File: src/rtl/csi_pkg.sv
// Shared CSI-2 receiver definitions: packer FSM state encoding and packet data-type codes.
package csi_pkg;

    typedef enum logic [1:0] {
        ST_IDLE   = 2'd0,
        ST_ACTIVE = 2'd1,
        ST_DONE   = 2'd2
    } csi_state_e;

    localparam logic [7:0] RAW8 = 8'h2A;

endpackage : csi_pkg

File: src/rtl/csi_raw8_word_packer.sv
// Packs RAW8 lane-pair bytes into 32-bit frame-RAM words with raster-aligned addressing;
// clips overlong/excess lines and flushes half words on short lines.
module csi_raw8_word_packer
    import csi_pkg::*;
#(
    parameter int H_ACTIVE = 640,
    parameter int V_ACTIVE = 480,
    parameter int ADDR_W   = 17
) (
    input  logic              sys_clk,
    input  logic              reset,
    input  logic              frame_start,
    input  logic              frame_end,
    input  logic              line_end,
    input  logic              byte_valid,
    input  logic [15:0]       byte_data,
    output logic [31:0]       data_o,
    output logic [ADDR_W-1:0] adress_out,
    output logic              we_o,
    output logic              frame_done,
    output logic              frame_err,
    output logic [9:0]        line_cnt
);

    localparam int                PIX_W      = $clog2(H_ACTIVE) + 1;
    localparam logic [PIX_W-1:0]  H_LIM      = PIX_W'(H_ACTIVE);
    localparam logic [PIX_W-1:0]  PAIR_STEP  = PIX_W'(2);
    localparam logic [ADDR_W-1:0] LINE_WORDS = ADDR_W'(H_ACTIVE / 4);
    localparam logic [9:0]        V_LIM      = 10'(V_ACTIVE);
    localparam logic [9:0]        V_LAST     = 10'(V_ACTIVE - 1);

    csi_state_e        state_q, state_d;
    logic [PIX_W-1:0]  pix_cnt;
    logic [ADDR_W-1:0] line_base;
    logic [15:0]       half_data;
    logic              half_valid;

    logic              restart;
    logic              accept;
    logic              close_line;
    logic              wr_en;
    logic [31:0]       wr_word;
    logic [ADDR_W-1:0] wr_addr;

    // NOTE: every signal gets a default before the case so no latch is inferred.
    always_comb begin
        state_d    = state_q;
        restart    = 1'b0;
        accept     = 1'b0;
        close_line = 1'b0;
        wr_en      = 1'b0;
        wr_word    = '0;

        case (state_q)
            ST_IDLE: begin
                if (frame_start) begin
                    restart = 1'b1;
                    state_d = ST_ACTIVE;
                end
            end
            ST_ACTIVE: begin
                if (frame_start) begin
                    restart = 1'b1;
                end else begin
                    accept     = byte_valid && (pix_cnt < H_LIM) && (line_cnt < V_LIM);
                    close_line = line_end;
                    if (frame_end || (line_end && line_cnt == V_LAST))
                        state_d = ST_DONE;
                end
            end
            ST_DONE: state_d = ST_IDLE;
            default: state_d = ST_IDLE;
        endcase

        // A pending half is completed by the next pair, or zero-padded when the line closes.
        if (accept && half_valid) begin
            wr_en   = 1'b1;
            wr_word = {byte_data, half_data};
        end else if (accept && close_line) begin
            wr_en   = 1'b1;
            wr_word = {16'h0000, byte_data};
        end else if (half_valid && close_line) begin
            wr_en   = 1'b1;
            wr_word = {16'h0000, half_data};
        end
    end

    assign wr_addr = line_base + ADDR_W'(pix_cnt >> 2);

    // NOTE: sequential state uses non-blocking assignments so all registers update together.
    always_ff @(posedge sys_clk or negedge reset) begin
        if (!reset) begin
            state_q    <= ST_IDLE;
            pix_cnt    <= '0;
            line_base  <= '0;
            half_data  <= '0;
            half_valid <= 1'b0;
            line_cnt   <= '0;
            data_o     <= '0;
            adress_out <= '0;
            we_o       <= 1'b0;
            frame_done <= 1'b0;
            frame_err  <= 1'b0;
        end else begin
            state_q    <= state_d;
            we_o       <= wr_en;
            frame_err  <= restart && (state_q == ST_ACTIVE);
            frame_done <= (state_q == ST_ACTIVE) && (state_d == ST_DONE);

            if (wr_en) begin
                data_o     <= wr_word;
                adress_out <= wr_addr;
            end

            if (restart) begin
                pix_cnt    <= '0;
                line_cnt   <= '0;
                line_base  <= '0;
                half_valid <= 1'b0;
            end else begin
                if (accept) begin
                    pix_cnt <= pix_cnt + PAIR_STEP;
                    if (!half_valid) begin
                        half_data  <= byte_data;
                        half_valid <= 1'b1;
                    end else begin
                        half_valid <= 1'b0;
                    end
                end
                // Closing the line overrides the pair bookkeeping above.
                if (close_line) begin
                    pix_cnt    <= '0;
                    half_valid <= 1'b0;
                    line_cnt   <= line_cnt + 10'd1;
                    line_base  <= line_base + LINE_WORDS;
                end
            end
        end
    end

endmodule : csi_raw8_word_packer

File: config.mk
export PLATFORM = sky130hd
export DESIGN_NAME = csi_raw8_word_packer
export DESIGN_NICKNAME = d
export VERILOG_FILES = /design/src/rtl/csi_pkg.sv /design/src/rtl/csi_raw8_word_packer.sv
export SDC_FILE = /design/constraint.sdc
export NUM_CORES = 1
export LEC_CHECK = 0
export BUFFER_PORTS_ARGS = -buffer_cell sky130_fd_sc_hd__buf_2
export CAP_MARGIN = 0
export CORE_MARGIN = 2
export CORE_UTILIZATION = 60
export CTS_CLUSTER_SIZE = 20
export DETAILED_ROUTE_END_ITERATION = 6
export PLACE_DENSITY = 0.91
export REMOVE_ABC_BUFFERS = 1
export SYNTH_ARGS = -nofsm -noshare
export SYNTH_HDL_FRONTEND = slang
export SYNTH_SLANG_ARGS = --single-unit
File: constraint.sdc
create_clock -name sys_clk -period 3.45 [get_ports sys_clk]
set_input_delay 0 -clock sys_clk [delete_from_list [all_inputs] [get_ports sys_clk]]
set_output_delay 0 -clock sys_clk [all_outputs]
set_load 0.03 [all_outputs]
==> Word-level counts from Yosys, hierarchy flattened <==
Index checks and enable logic that the tools add are counted.
{ "word_totals": {"reg_bits": 109, "input_bits": 22, "output_inout_bits": 62} }
{ "classes": {"add_sub_neg": 4, "n_lt_le_gt_ge": 2, "eq_ne": 3, "n_mux": 27, "bitwise_logic": 2, "reduce_logical": 14} }
{ "ops": {"columns": ["operator", "n"], "rows": [
  ["$mux 17", 2],
  ["$mux 11", 3],
  ["$mux 16", 2],
  ["$mux 32", 1],
  ["$mux 10", 2],
  ["$add 17x8->17 const B", 1],
  ["$add 17x9->17", 1],
  ["$mux 1", 13],
  ["$add 11x2->11 const B", 1],
  ["$lt 11x10->1 const B", 1],
  ["$add 10x1->10 const B", 1],
  ["$eq 10x9->1 const B", 1],
  ["$lt 10x9->1 const B", 1],
  ["$logic_and 1x1->1", 8],
  ["$mux 2", 3],
  ["$pmux 2 s2", 1],
  ["$reduce_and 3->1", 1],
  ["$reduce_bool 3->1", 1],
  ["$eq 2x1->1 const B", 1],
  ["$eq 2x2->1 const B", 1],
  ["$logic_not 2->1", 1],
  ["$not 1->1", 2],
  ["$reduce_bool 2->1", 1],
  ["$reduce_or 2->1", 1],
  ["$logic_or 1x1->1", 1]
]} }

==> Longest topological paths before layout <==
Gate-level depths: netlist (run 1).
{ "logic_depth": {"ltp_word": 8, "depth_mapped": 7, "ltp_nobuf": 6} }

==> Worst setup path before layout (run 1) <==
Ideal clock, no wire load.
{ "synth_timing": {"path_type": "flip-flop to flip-flop", "from": "register line_cnt[9]", "to": "register data_o[19]", "setup_ns": 0.121, "arrival_ns": 2.113, "slack_ns": 1.216, "stages_incl_launch_ff": 7, "period_less_slack_ns": 2.234, "cell_sequence": "dfrtp_1 -> or3b_2 -> nor4_4 -> a22oi_1 -> buf_2 -> buf_2 -> a22o_1"} }
{ "synth_via": {"elab_chain_cells": 7} }
{ "synth_lines": {"columns": ["item", "line", "source"], "rows": [
  ["start, declared", "csi_raw8_word_packer.sv:22", "output logic [9:0] line_cnt"],
  ["start signal, assigned", "csi_raw8_word_packer.sv:134", "line_cnt <= line_cnt + 10'd1;"],
  ["$lt 10x9->1 (*)", "csi_raw8_word_packer.sv:65", "accept = byte_valid && (pix_cnt < H_LIM) && (line_cnt < V_LIM);"],
  ["$logic_and 1x1->1 (*)", "csi_raw8_word_packer.sv:65", null],
  ["$mux 1 (*)", "csi_raw8_word_packer.sv:62", "if (frame_start) begin"],
  ["$mux 1 (*)", "csi_raw8_word_packer.sv:54", "case (state_q)"],
  ["$logic_and 1x1->1", "csi_raw8_word_packer.sv:79", "end else if (accept && close_line) begin"],
  ["$mux 1", "csi_raw8_word_packer.sv:79", null],
  ["$mux 1", "csi_raw8_word_packer.sv:76", "if (accept && half_valid) begin"],
  ["end signal, assigned", "csi_raw8_word_packer.sv:111", "data_o <= wr_word;"],
  ["end, declared", "csi_raw8_word_packer.sv:17", "output logic [31:0] data_o,"]
]} }
Every way passes the cells marked *; elsewhere a longest branch is shown, timed or not.
A chain may end at the register's enable or synchronous reset.

==> Final worst setup path (run 1) <==
{ "layout_timing": {"from": "register line_cnt[9]", "to": "register data_o[15]"} }
{ "layout_via": {"elab_chain_cells": 7} }
{ "layout_lines": {"columns": ["item", "line"], "rows": [
  ["$lt 10x9->1 (*)", "csi_raw8_word_packer.sv:65"],
  ["$logic_and 1x1->1 (*)", "csi_raw8_word_packer.sv:65"],
  ["$mux 1 (*)", "csi_raw8_word_packer.sv:62"],
  ["$mux 1 (*)", "csi_raw8_word_packer.sv:54"],
  ["$logic_and 1x1->1", "csi_raw8_word_packer.sv:79"],
  ["$mux 16 or $mux 1 (tied branches)", "csi_raw8_word_packer.sv:79"],
  ["$mux 32 or $mux 1 (tied branches)", "csi_raw8_word_packer.sv:76"]
]} }
Marked as above.

==> results by group, run 1 <==
Yosys
  • Synth top area cells: dfrtp_1 (55%), nand2_1 (4.3%), o21ai_0 (4.0%), mux2_2 (3.9%), a22o_1 (3.4%)
  • Gate count of the mapped netlist: 436
  • Post-synth EDFFs: 0
  • Synth Register Bits: 103
  • Post-synth top flop: dfrtp_1
  • Share of the synthesized area in the top cell type: 55.4%
  • Syn Std Cell Area: 4650 µm²
  • Area leader, netlist: dfrtp_1
  • YS warnings: 0
  • Syn Area/Cell: 10.7 µm²
  • Sequential share of the synthesized area: 55.4%
  • Synth cell types: 49
  • Async SR Flop Fraction: 100%

Power and ir drop
  • PwrDens: 542 nW/µm²
  • Worst VDD drop: 224 µV
  • Static leakage: 0.00265 µW

Worst hold path
  • HP Start: line_end
  • Type of the tightest min-delay check: in2reg
  • Worst hold endpoint: line_base[7]$_DFFE_PN0P_
  • Hold Crit Depth: 5

Place
  • Worst slack, placed: 970 ps
  • HPWL Detailed: 6.92 mm
  • RD Place Congestion: 0.849
  • Cell Area, Placed: 5120 µm²
  • # port buffers: 83

STA
  • Final worst slack: 942 ps
  • Slew Limit Fails: 0
  • Slew headroom: 53.5%
  • Endpoints failing setup: 0
  • Final hold violations: 0
  • Worst slew pin tran: 695 ps
  • Fin Setup TNS: 0 ps
  • RSZ-0062 raised after global routing: false
  • Skew final: 15.4 ps
  • Max Freq: 0.399 GHz
  • Minimum clock period: 2510 ps
  • Tcrit/Tclk final: 72.7%

Global routing
  • Initial antenna violation count: 0
  • First-pass GRT wire length: 17.6 mm
  • GR Layer Usage met3: 5.18%
  • Gr usage total: 25.9%
  • Vias in the first global route: 3696
  • GRT busiest layer: met2
  • Largest net degree at the start of global routing: 54
  • Met1 global-route usage: 32.7%
  • Met2 usage in global routing: 44.2%
  • Total grt overflow: 0

Clock network
  • Number of H-tree levels: 3
  • Root buffer cell: clkbuf_8
  • Worst-case clock buffer depth: 2
  • CTS Sinks: 103
  • Clock-pin slew on the worst setup and hold paths: 100 ps
  • Worst-Skew Late Latency: 390 ps
  • CTS Buf Count: 9
  • CTS tree: yes

Drt
  • Post-route DRC: 0
  • Via/cell ratio: 5.89
  • Final ANT Viol Nets: 0
  • Via Count: 3758
  • DRT Wirelength: 10.5 mm
  • Pre-Repair DR Iteration Count: 5
  • Initial DRC Count: 199
  • Wire per inst: 16.5 µm

Setup path
  • Reg2Reg Launch Point: line_cnt[9]$_DFFE_PN0P_
  • FF-to-FF path depth: 5
  • Worst-path fanout max: 16
  • Cell Chain, Critical Path: or3b_2 > nor4_4 > and3_1 > o22ai_1 > o21ai_0
  • Critical Path AT: 2800 ps
  • Reg-to-Reg End: data_o[15]$_DFFE_PN0P_
  • WP data required: 3750 ps
  • Largest stage delay, worst path: 650 ps
  • CP Class: reg2reg
  • Crit-path slowest cell: and3_1
  • Startpoint types: flop
  • R2R Setup Slk: 940 ps
  • Critical path capture point type: flop

Final layout
  • Utilization after layout: 72.6%
  • Filler Cell Count: 495
  • Layout cells sized above 1: 25.4%
  • Post-route cell area: 5520 µm²
  • Area Overhead vs Synth: 18.7%
  • Ant. Diodes: 0
  • Nets: 561

Floorplan
  • Die Footprint: 8480 µm²
  • Initial core utilization: 61.2%
  • Core ar.: 7610 µm²
  • Die X: 92.1 µm
  • Die extent in y: 92.1 µm
  • Ports: 84
  • FP Rows: 32

Job
  • Max_cap viols: 0

Outcome
  • Status: completed
## registers in the layout, summed over array words and instances (netlist names)
register / cells
state_q: 2
line_cnt: 10
adress_out: 17
half_data: 16
we_o: 1
line_base: 12
data_o: 32
half_valid: 1
pix_cnt: 10
frame_done: 1
frame_err: 1
## metal layers
metal | up-vias | routed length [µm]
met1 | 1833 | 4280
met2 | 170 | 5260
met5 | - | 0
met3 | 25 | 725
met4 | 0 | 253
li1 | 1730 | -
## placed cells by master (no fill, tap or decap), types with 8 or more instances in the layout
master	count
mux2_2	16
xnor2_1	14
nand2_1	53
o21ai_0	37
a22o_1	18
buf_2	82
nand3_1	12
dfrtp_1	103
o22ai_1	16
ha_1	8
dlygate4sd3_1	21
clkbuf_8	9
nand4_1	11
a21oi_1	16
xor2_1	14
nor3_1	8
nor2_1	24
## cell families (layout without fill, tap and decap cells)
| logic type | Yosys count | count (layout) | synth area share (%) |
|---|---|---|---|
| buf+inv | 34 | 134 | 3.41 |
| compound gates | 106 | 106 | 14.5 |
| simple gates | 140 | 140 | 15.3 |
| other cells | 1 | 1 | 0.0806 |
| mux | 16 | 16 | 3.87 |
| fa+ha+maj | 8 | 8 | 2.15 |
| flops | 103 | 103 | 55.4 |
| xor+xnor | 28 | 28 | 5.27 |
## report_power, final
| group | total [µW] | switching [µW] | internal [µW] | leakage (µW) |
|---|---|---|---|---|
| combinational | 738 | 486 | 252 | 0.00119 |
| sequential | 1510 | 116 | 1390 | 0.00136 |
| clock | 749 | 462 | 287 | 0.000101 |
| total | 2990 | 1060 | 1930 | 0.00265 |
## worst max-delay path by stage
stage | from | endpoint | slack, ps | cells after the start
6_report | line_cnt[9]$_DFFE_PN0P_ | data_o[15]$_DFFE_PN0P_ | 940 | 5
5_1_grt | line_cnt[9]$_DFFE_PN0P_ | data_o[15]$_DFFE_PN0P_ | 740 | 5
4_1_cts | line_cnt[9]$_DFFE_PN0P_ | data_o[15]$_DFFE_PN0P_ | 940 | 5
3_5_place_dp | line_cnt[9]$_DFFE_PN0P_ | data_o[15]$_DFFE_PN0P_ | 970 | 5
3_3_place_gp | line_cnt[9]$_DFFE_PN0P_ | data_o[3]$_DFFE_PN0P_ | 1100 | 5
2_1_floorplan | line_cnt[6]$_DFFE_PN0P_ | adress_out[14]$_DFFE_PN0P_ | -1330 | 6
## Yosys cell counts (all sizes together), types with 2 or more instances
library cell and count:
dfrtp 103, nand2 54, o21ai 37, nor2 25
a22o 18, a21oi 16, mux2 16, o22ai 16
clkbuf 14, xnor2 14, xor2 14, buf 12
nand3 12, nand4 11, nor3 11, ha 8
inv 7, or3 6, and2 4, a21o 3
a31oi 3, and3 3, o21a 3, or2 3
a31o 2, and4 2, nor2b 2, nor4 2
o31a 2, o31ai 2, or3b 2
## timing repair
action,4_1_cts,5_1_grt
hold endpoints to repair,151,0
hold buffers,21,0
setup buffers,0,0
gates resized for setup,0,0
## worst max-delay path, delay by kind of cell (launching register included)
kind / cells / cell delay, ps
flops: 1 / 430
simple gates: 3 / 1630
compound gates: 2 / 370
## metrics by stage
stage	hold slack [ps]	std cells	total power (µW)
2_1_floorplan	-296	410	1990
3_5_place_dp	-182	601	2240
3_3_place_gp	-182	601	2200
5_1_grt	197	638	3130
6_report	174	638	2990
4_1_cts	160	638	3000
## layout make-up
class / instances / area [µm²] / area share, %
clock inverters: 7 / 68.8 / 1.25
multi-input cells: 299 / 1920 / 34.8
repair buffers: 110 / 673 / 12.2
flip-flops and latches: 103 / 2580 / 46.7
well taps: 102 / 128 / 2.31
inverters: 8 / 30.0 / 0.544
clock buffers: 9 / 124 / 2.24
Note: power is estimated with default switching activity, not from simulation.
==> inputs of run 2 (changes only) <==
--- a/config.mk
+++ b/config.mk
@@ -8,10 +8,10 @@
 export BUFFER_PORTS_ARGS = -buffer_cell sky130_fd_sc_hd__buf_2
 export CAP_MARGIN = 0
 export CORE_MARGIN = 2
-export CORE_UTILIZATION = 60
+export CORE_UTILIZATION = 56
 export CTS_CLUSTER_SIZE = 20
 export DETAILED_ROUTE_END_ITERATION = 6
-export PLACE_DENSITY = 0.91
+export PLACE_DENSITY = 0.86
 export REMOVE_ABC_BUFFERS = 1
 export SYNTH_ARGS = -nofsm -noshare
 export SYNTH_HDL_FRONTEND = slang
==> constraint.sdc (replaced) <==
create_clock -name sys_clk -period 2.6 [get_ports sys_clk]
set_input_delay 0 -clock sys_clk [delete_from_list [all_inputs] [get_ports sys_clk]]
set_output_delay 0 -clock sys_clk [all_outputs]
set_load 0.03 [all_outputs]
==> results by group, run 2 (synthesis results as in run 1) <==
Outcome
  • Status: completed (unchanged)

Floorplan
  • Die X: 95.2 µm (was 92.1 µm)
  • Die Footprint: 9060 µm² (was 8480 µm²)
  • Die extent in y: 95.2 µm (was 92.1 µm)
  • Core ar.: 8130 µm² (was 7610 µm²)
  • Ports: 84 (unchanged)
  • Initial core utilization: 57.2% (was 61.2%)
  • FP Rows: 33 (was 32)

Drt
  • Pre-Repair DR Iteration Count: 4 (was 5)
  • Via Count: 3675 (was 3758)
  • DRT Wirelength: 10.3 mm (was 10.5 mm)
  • Final ANT Viol Nets: 0 (unchanged)
  • Via/cell ratio: 5.76 (was 5.89)
  • Initial DRC Count: 190 (was 199)
  • Post-route DRC: 0 (unchanged)
  • Wire per inst: 16.1 µm (was 16.5 µm)

Setup path
  • Cell Chain, Critical Path: or3b_4 > nor4_4 > a22oi_2 > buf_12 > o31ai_1 (was or3b_2 > nor4_4 > and3_1 > o22ai_1 > o21ai_0)
  • R2R Setup Slk: 320 ps (was 940 ps)
  • WP data required: 2870 ps (was 3750 ps)
  • Largest stage delay, worst path: 510 ps (was 650 ps)
  • Worst-path fanout max: 72 (was 16)
  • Crit-path slowest cell: nor4_4 (was and3_1)
  • Critical path capture point type: flop (unchanged)
  • Startpoint types: flop (unchanged)
  • Critical Path AT: 2550 ps (was 2800 ps)
  • CP Class: reg2reg (unchanged)

STA
  • Slew headroom: 54.0% (was 53.5%)
  • Endpoints failing setup: 0 (unchanged)
  • Final hold violations: 0 (unchanged)
  • Slew Limit Fails: 0 (unchanged)
  • Minimum clock period: 2280 ps (was 2510 ps)
  • Hold WS: 11.6 ps (was 174 ps)
  • RSZ-0062 raised after global routing: false (unchanged)
  • Tcrit/Tclk final: 87.8% (was 72.7%)
  • Final worst slack: 316 ps (was 942 ps)
  • Max Freq: 0.438 GHz (was 0.399 GHz)
  • Worst slew pin tran: 688 ps (was 695 ps)
  • Skew final: 9.62 ps (was 15.4 ps)
  • Fin Setup TNS: 0 ps (unchanged)

Clock network
  • CTS resizes: 0 (unchanged)
  • CTS Buf Count: 9 (unchanged)
  • Worst-case clock buffer depth: 2 (unchanged)
  • Root buffer cell: clkbuf_8 (unchanged)
  • Worst-Skew Late Latency: 370 ps (was 390 ps)
  • Clock-pin slew on the worst setup and hold paths: 100 ps (about the same)
  • Hold buffer count at CTS: 18 (was 21)
  • Number of H-tree levels: 3 (unchanged)
  • CTS Sinks: 103 (unchanged)
  • Post-CTS setup buffers: 0 (unchanged)
  • CTS tree: yes (unchanged)

Global routing
  • Total grt overflow: 0 (unchanged)
  • Gr usage total: 23.4% (was 25.9%)
  • First-pass GRT wire length: 16.5 mm (was 17.6 mm)
  • Vias in the first global route: 3457 (was 3696)
  • Initial antenna violation count: 0 (unchanged)
  • Largest net degree at the start of global routing: 73 (was 54)

Final layout
  • Most flop-heavy register: data_o (unchanged)
  • Max reg flops: 32 (unchanged)
  • Ant. Diodes: 0 (unchanged)
  • Nets: 558 (was 561)
  • Highest-count cells in the layout ignoring fill and taps: dfrtp_1 (103), buf_2 (82), nand2_1 (53) (unchanged)
  • Utilization after layout: 68.2% (was 72.6%)
  • Layout cells sized above 1: 25.7% (was 25.4%)
  • Regs by FF count: data_o: 32 flops, adress_out: 17 flops, half_data: 16 flops (unchanged)
  • Area Overhead vs Synth: 19.2% (was 18.7%)
  • Commonest non-fill, non-tap cell in the layout: dfrtp_1 (unchanged)

Place
  • # port buffers: 83 (unchanged)
  • RD Place Congestion: 0.842 (was 0.849)
  • Worst slack, placed: 339 ps (was 970 ps)
  • HPWL Detailed: 6.95 mm (was 6.92 mm)

Power and ir drop
  • Static leakage: 0.00265 µW (about the same)
  • PwrDens: 729 nW/µm² (was 542 nW/µm²)
  • Tot Pwr: 4050 µW (was 2990 µW)
  • Worst VDD drop: 304 µV (was 224 µV)

Job
  • Max_cap viols: 0 (unchanged)

Worst hold path
  • Type of the tightest min-delay check: in2reg (unchanged)
==> run 2: final timing paths <==
check | startpoint | endpoint | cells after the start
min in group asynchronous | reset | data_o[18]$_DFFE_PN0P_ | 2
setup / recovery | state_q[1]$_DFF_PN0_ | adress_out[10]$_DFFE_PN0P_ | 5
max in group asynchronous | reset | adress_out[10]$_DFFE_PN0P_ | 3
hold reg to reg | adress_out[12]$_DFFE_PN0P_ | adress_out[12]$_DFFE_PN0P_ | 2
hold / removal | frame_start | frame_done$_DFF_PN0_ | 3
setup reg to reg | state_q[1]$_DFF_PN0_ | adress_out[10]$_DFFE_PN0P_ | 5
==> run 2: area by class of cell <==
type | count | area, µm²
clock inverters | 6 | 72.6
repair buffers | 107 | 668
well taps | 105 | 131
inverters | 8 | 30.0
fillers | 600 | 2590
clock buffers | 10 | 138
multi-input cells | 299 | 1930
flip-flops and latches | 103 | 2580
==> run 2: routing by layer <==
metal | wire length (µm) | global-route usage [%] | vias to the layer above
met5 | 0 | 0 | -
li1 | - | - | 1724
met1 | 4430 | 31.3 | 1803
met2 | 4960 | 38.4 | 126
met4 | 247 | 9.30 | 0
met3 | 621 | 3.72 | 22
==> run 2: power breakdown <==
part	total, µW	leakage (µW)	internal [µW]	switching (µW)
logic	974	0.00119	335	638
registers	2010	0.00136	1850	164
clock network	1060	0.000104	486	575
total	4050	0.00265	2670	1380
==> run 2: worst max-delay path, delay by kind of cell (launching register included) <==
family	cells	cell delay, ps
AOI/OAI and AO/OA	2	500
buffers and inverters	1	240
DFF	1	450
and+or+nand+nor	2	980
==> run 2: per-stage QoR <==
step | area (µm²) | cells
floorplan | 4530 | 410
global placement | 5160 | 604
detailed placement | 5160 | 604
CTS | 5550 | 638
global route | 5550 | 638
finish | 5550 | 638
==> inputs of run 3 (changes only) <==
--- a/config.mk
+++ b/config.mk
@@ -8,11 +8,12 @@
 export BUFFER_PORTS_ARGS = -buffer_cell sky130_fd_sc_hd__buf_2
 export CAP_MARGIN = 0
 export CORE_MARGIN = 2
-export CORE_UTILIZATION = 56
+export CORE_UTILIZATION = 50
 export CTS_CLUSTER_SIZE = 20
 export DETAILED_ROUTE_END_ITERATION = 6
-export PLACE_DENSITY = 0.86
+export PLACE_DENSITY = 0.82
 export REMOVE_ABC_BUFFERS = 1
+export SLEW_MARGIN = 20
 export SYNTH_ARGS = -nofsm -noshare
 export SYNTH_HDL_FRONTEND = slang
 export SYNTH_SLANG_ARGS = --single-unit
==> constraint.sdc (replaced) <==
create_clock -name sys_clk -period 2.09 [get_ports sys_clk]
set_input_delay 0 -clock sys_clk [delete_from_list [all_inputs] [get_ports sys_clk]]
set_output_delay 0 -clock sys_clk [all_outputs]
set_load 0.03 [all_outputs]
==> results by group, run 3 (synthesis results as in run 1) <==
STA
  • Minimum clock period: 2030 ps (was 2280 ps)
  • Slew Limit Fails: 0 (unchanged)
  • Tcrit/Tclk final: 96.9% (was 87.8%)
  • Max Freq: 0.494 GHz (was 0.438 GHz)
  • Slew headroom: 48.6% (was 54.0%)
  • Final hold violations: 0 (unchanged)
  • Endpoints failing setup: 0 (unchanged)
  • Worst slew pin tran: 767 ps (was 688 ps)
  • Skew final: 17.9 ps (was 9.62 ps)

Drt
  • Via/cell ratio: 5.76 (about the same)
  • Highest metal used: met4 (unchanged)
  • M1 WL: 4.78 mm (was 4.43 mm)
  • Final ANT Viol Nets: 0 (unchanged)
  • Wire per inst: 16.7 µm (was 16.1 µm)
  • Via Count: 3833 (was 3675)
  • Initial DRC Count: 177 (was 190)
  • Post-route DRC: 0 (unchanged)
  • Metal3 WL: 574 µm (was 621 µm)
  • Pre-Repair DR Iteration Count: 4 (unchanged)
  • Met2 WL: 5.63 mm (was 4.96 mm)
  • DRT Wirelength: 11.1 mm (was 10.3 mm)

Floorplan
  • Initial core utilization: 50.9% (was 57.2%)
  • Core ar.: 9150 µm² (was 8130 µm²)
  • FP Rows: 35 (was 33)
  • Die Footprint: 10100 µm² (was 9060 µm²)
  • Ports: 84 (unchanged)
  • Die extent in y: 100 µm (was 95.2 µm)
  • Die X: 100 µm (was 95.2 µm)

Final layout
  • Regs by FF count: data_o: 32 flops, adress_out: 17 flops, half_data: 16 flops (unchanged)
  • Multi-input logic area: 1960 µm² (was 1930 µm²)
  • Register area: 2580 µm² (unchanged)
  • Max reg flops: 32 (unchanged)
  • Most flop-heavy register: data_o (unchanged)
  • Layout cells sized above 1: 28.7% (was 25.7%)
  • Commonest non-fill, non-tap cell in the layout: dfrtp_1 (unchanged)
  • Ant. Diodes: 0 (unchanged)
  • Filler Cell Count: 712 (was 600)
  • Area Overhead vs Synth: 25.4% (was 19.2%)
  • Highest-count cells in the layout ignoring fill and taps: dfrtp_1 (103), buf_2 (82), nand2_1 (53) (unchanged)
  • Nets: 579 (was 558)
  • Utilization after layout: 63.8% (was 68.2%)

Global routing
  • Initial antenna violation count: 0 (unchanged)
  • First-pass GRT wire length: 17.4 mm (was 16.5 mm)
  • Largest net degree at the start of global routing: 50 (was 73)
  • Total grt overflow: 0 (unchanged)
  • Gr usage total: 21.6% (was 23.4%)
  • Vias in the first global route: 3667 (was 3457)

Clock network
  • Root buffer cell: clkbuf_8 (unchanged)
  • Worst-Skew Late Latency: 370 ps (about the same)
  • CTS tree: yes (unchanged)
  • Number of H-tree levels: 3 (unchanged)
  • Clock-pin slew on the worst setup and hold paths: 110 ps (was 100 ps)
  • CTS Sinks: 103 (unchanged)
  • CTS Buf Count: 9 (unchanged)
  • Worst-case clock buffer depth: 2 (unchanged)

Setup path
  • Startpoint types: flop (unchanged)
  • Critical path capture point type: flop (unchanged)
  • Crit path from: line_cnt[9]$_DFFE_PN0P_ (was state_q[1]$_DFF_PN0_)
  • CP Class: reg2reg (unchanged)
  • Critical Path AT: 2320 ps (was 2550 ps)
  • FF-to-FF path depth: 4 (was 5)
  • WP data required: 2390 ps (was 2870 ps)
  • R2R Setup Slk: 60 ps (was 320 ps)
  • Reg-to-Reg End: pix_cnt[4]$_DFFE_PN0P_ (was adress_out[10]$_DFFE_PN0P_)
  • Crit path to: pix_cnt[4]$_DFFE_PN0P_ (was adress_out[10]$_DFFE_PN0P_)
  • Reg2Reg Launch Point: line_cnt[9]$_DFFE_PN0P_ (was state_q[1]$_DFF_PN0_)
  • Worst-path fanout max: 5 (was 72)

Place
  • HPWL Detailed: 7.14 mm (was 6.95 mm)
  • RD Place Congestion: 0.839 (was 0.842)
  • # port buffers: 83 (unchanged)

Power and ir drop
  • Worst VDD drop: 399 µV (was 304 µV)
  • PwrDens: 865 nW/µm² (was 729 nW/µm²)
  • Static leakage: 0.00281 µW (was 0.00265 µW)
  • Tot Pwr: 5050 µW (was 4050 µW)

Worst hold path
  • Type of the tightest min-delay check: in2async (was in2reg)

Job
  • Max_cap viols: 0 (unchanged)

Outcome
  • Status: completed (unchanged)
==> run 3: area by class of cell <==
| cell class | instances | area share (%) |
|---|---|---|
| clock inverter | 7 | 1.44 |
| timing repair buffer | 127 | 15.9 |
| clock buffer | 9 | 2.12 |
| sequential | 103 | 44.1 |
| multi-input combinational | 300 | 33.5 |
| tap | 111 | 2.38 |
| inverter | 8 | 0.514 |
==> run 3: repair_timing <==
action	4_1_cts	5_1_grt
endpoints found under the setup margin	1	39
gates resized for setup	1	13
gates cloned	1	3
endpoints found under the hold margin	83	0
pin swaps	1	4
hold buffers	20	0
setup buffers	0	7
==> run 3: worst min path at each step <==
stage	slack [ps]	endpoint	depth (start not counted)
finish	130	data_o[0]$_DFFE_PN0P_	2
global route	150	data_o[0]$_DFFE_PN0P_	2
CTS	130	adress_out[0]$_DFFE_PN0P_	2
detailed placement	-2	data_o[0]$_DFFE_PN0P_	1
global placement	-10	data_o[30]$_DFFE_PN0P_	1
floorplan	-300	adress_out[0]$_DFFE_PN0P_	0
==> run 3: per-stage QoR <==
| step | worst slack, ps | instance area [µm²] | hold slack, ps | setup TNS [ps] | std cells |
|---|---|---|---|---|---|
| floorplan | -2690 | 4530 | -296 | -105020 | 410 |
| global placement | 63.8 | 5270 | -12.8 | 0 | 618 |
| detailed placement | 27.9 | 5270 | -1.64 | 0 | 618 |
| CTS | 43.7 | 5690 | 127 | 0 | 655 |
| global route | -30.6 | 5840 | 151 | -30.6 | 665 |
| finish | 64.1 | 5840 | 130 | 0 | 665 |
==> run 3: metal layers <==
layer / up-vias / track usage, %
li1: 1771 / -
met1: 1928 / 28.9
met2: 118 / 36.8
met4: 0 / 6.43
met3: 16 / 3.05
met5: - / 0
==> run 3: where the power goes <==
part	switching (µW)	leakage [µW]	total, µW	internal (µW)
clock	791	0.000104	1270	481
combinational	824	0.00134	1290	464
sequential	190	0.00136	2490	2300
total	1800	0.00281	5050	3240
==> run 3: worst max-delay path: stages (launching register included) <==
cell and delay [ps]:
dfrtp_1 400, or3b_4 430, or4_4 620, or3_1 370
a21oi_1 140
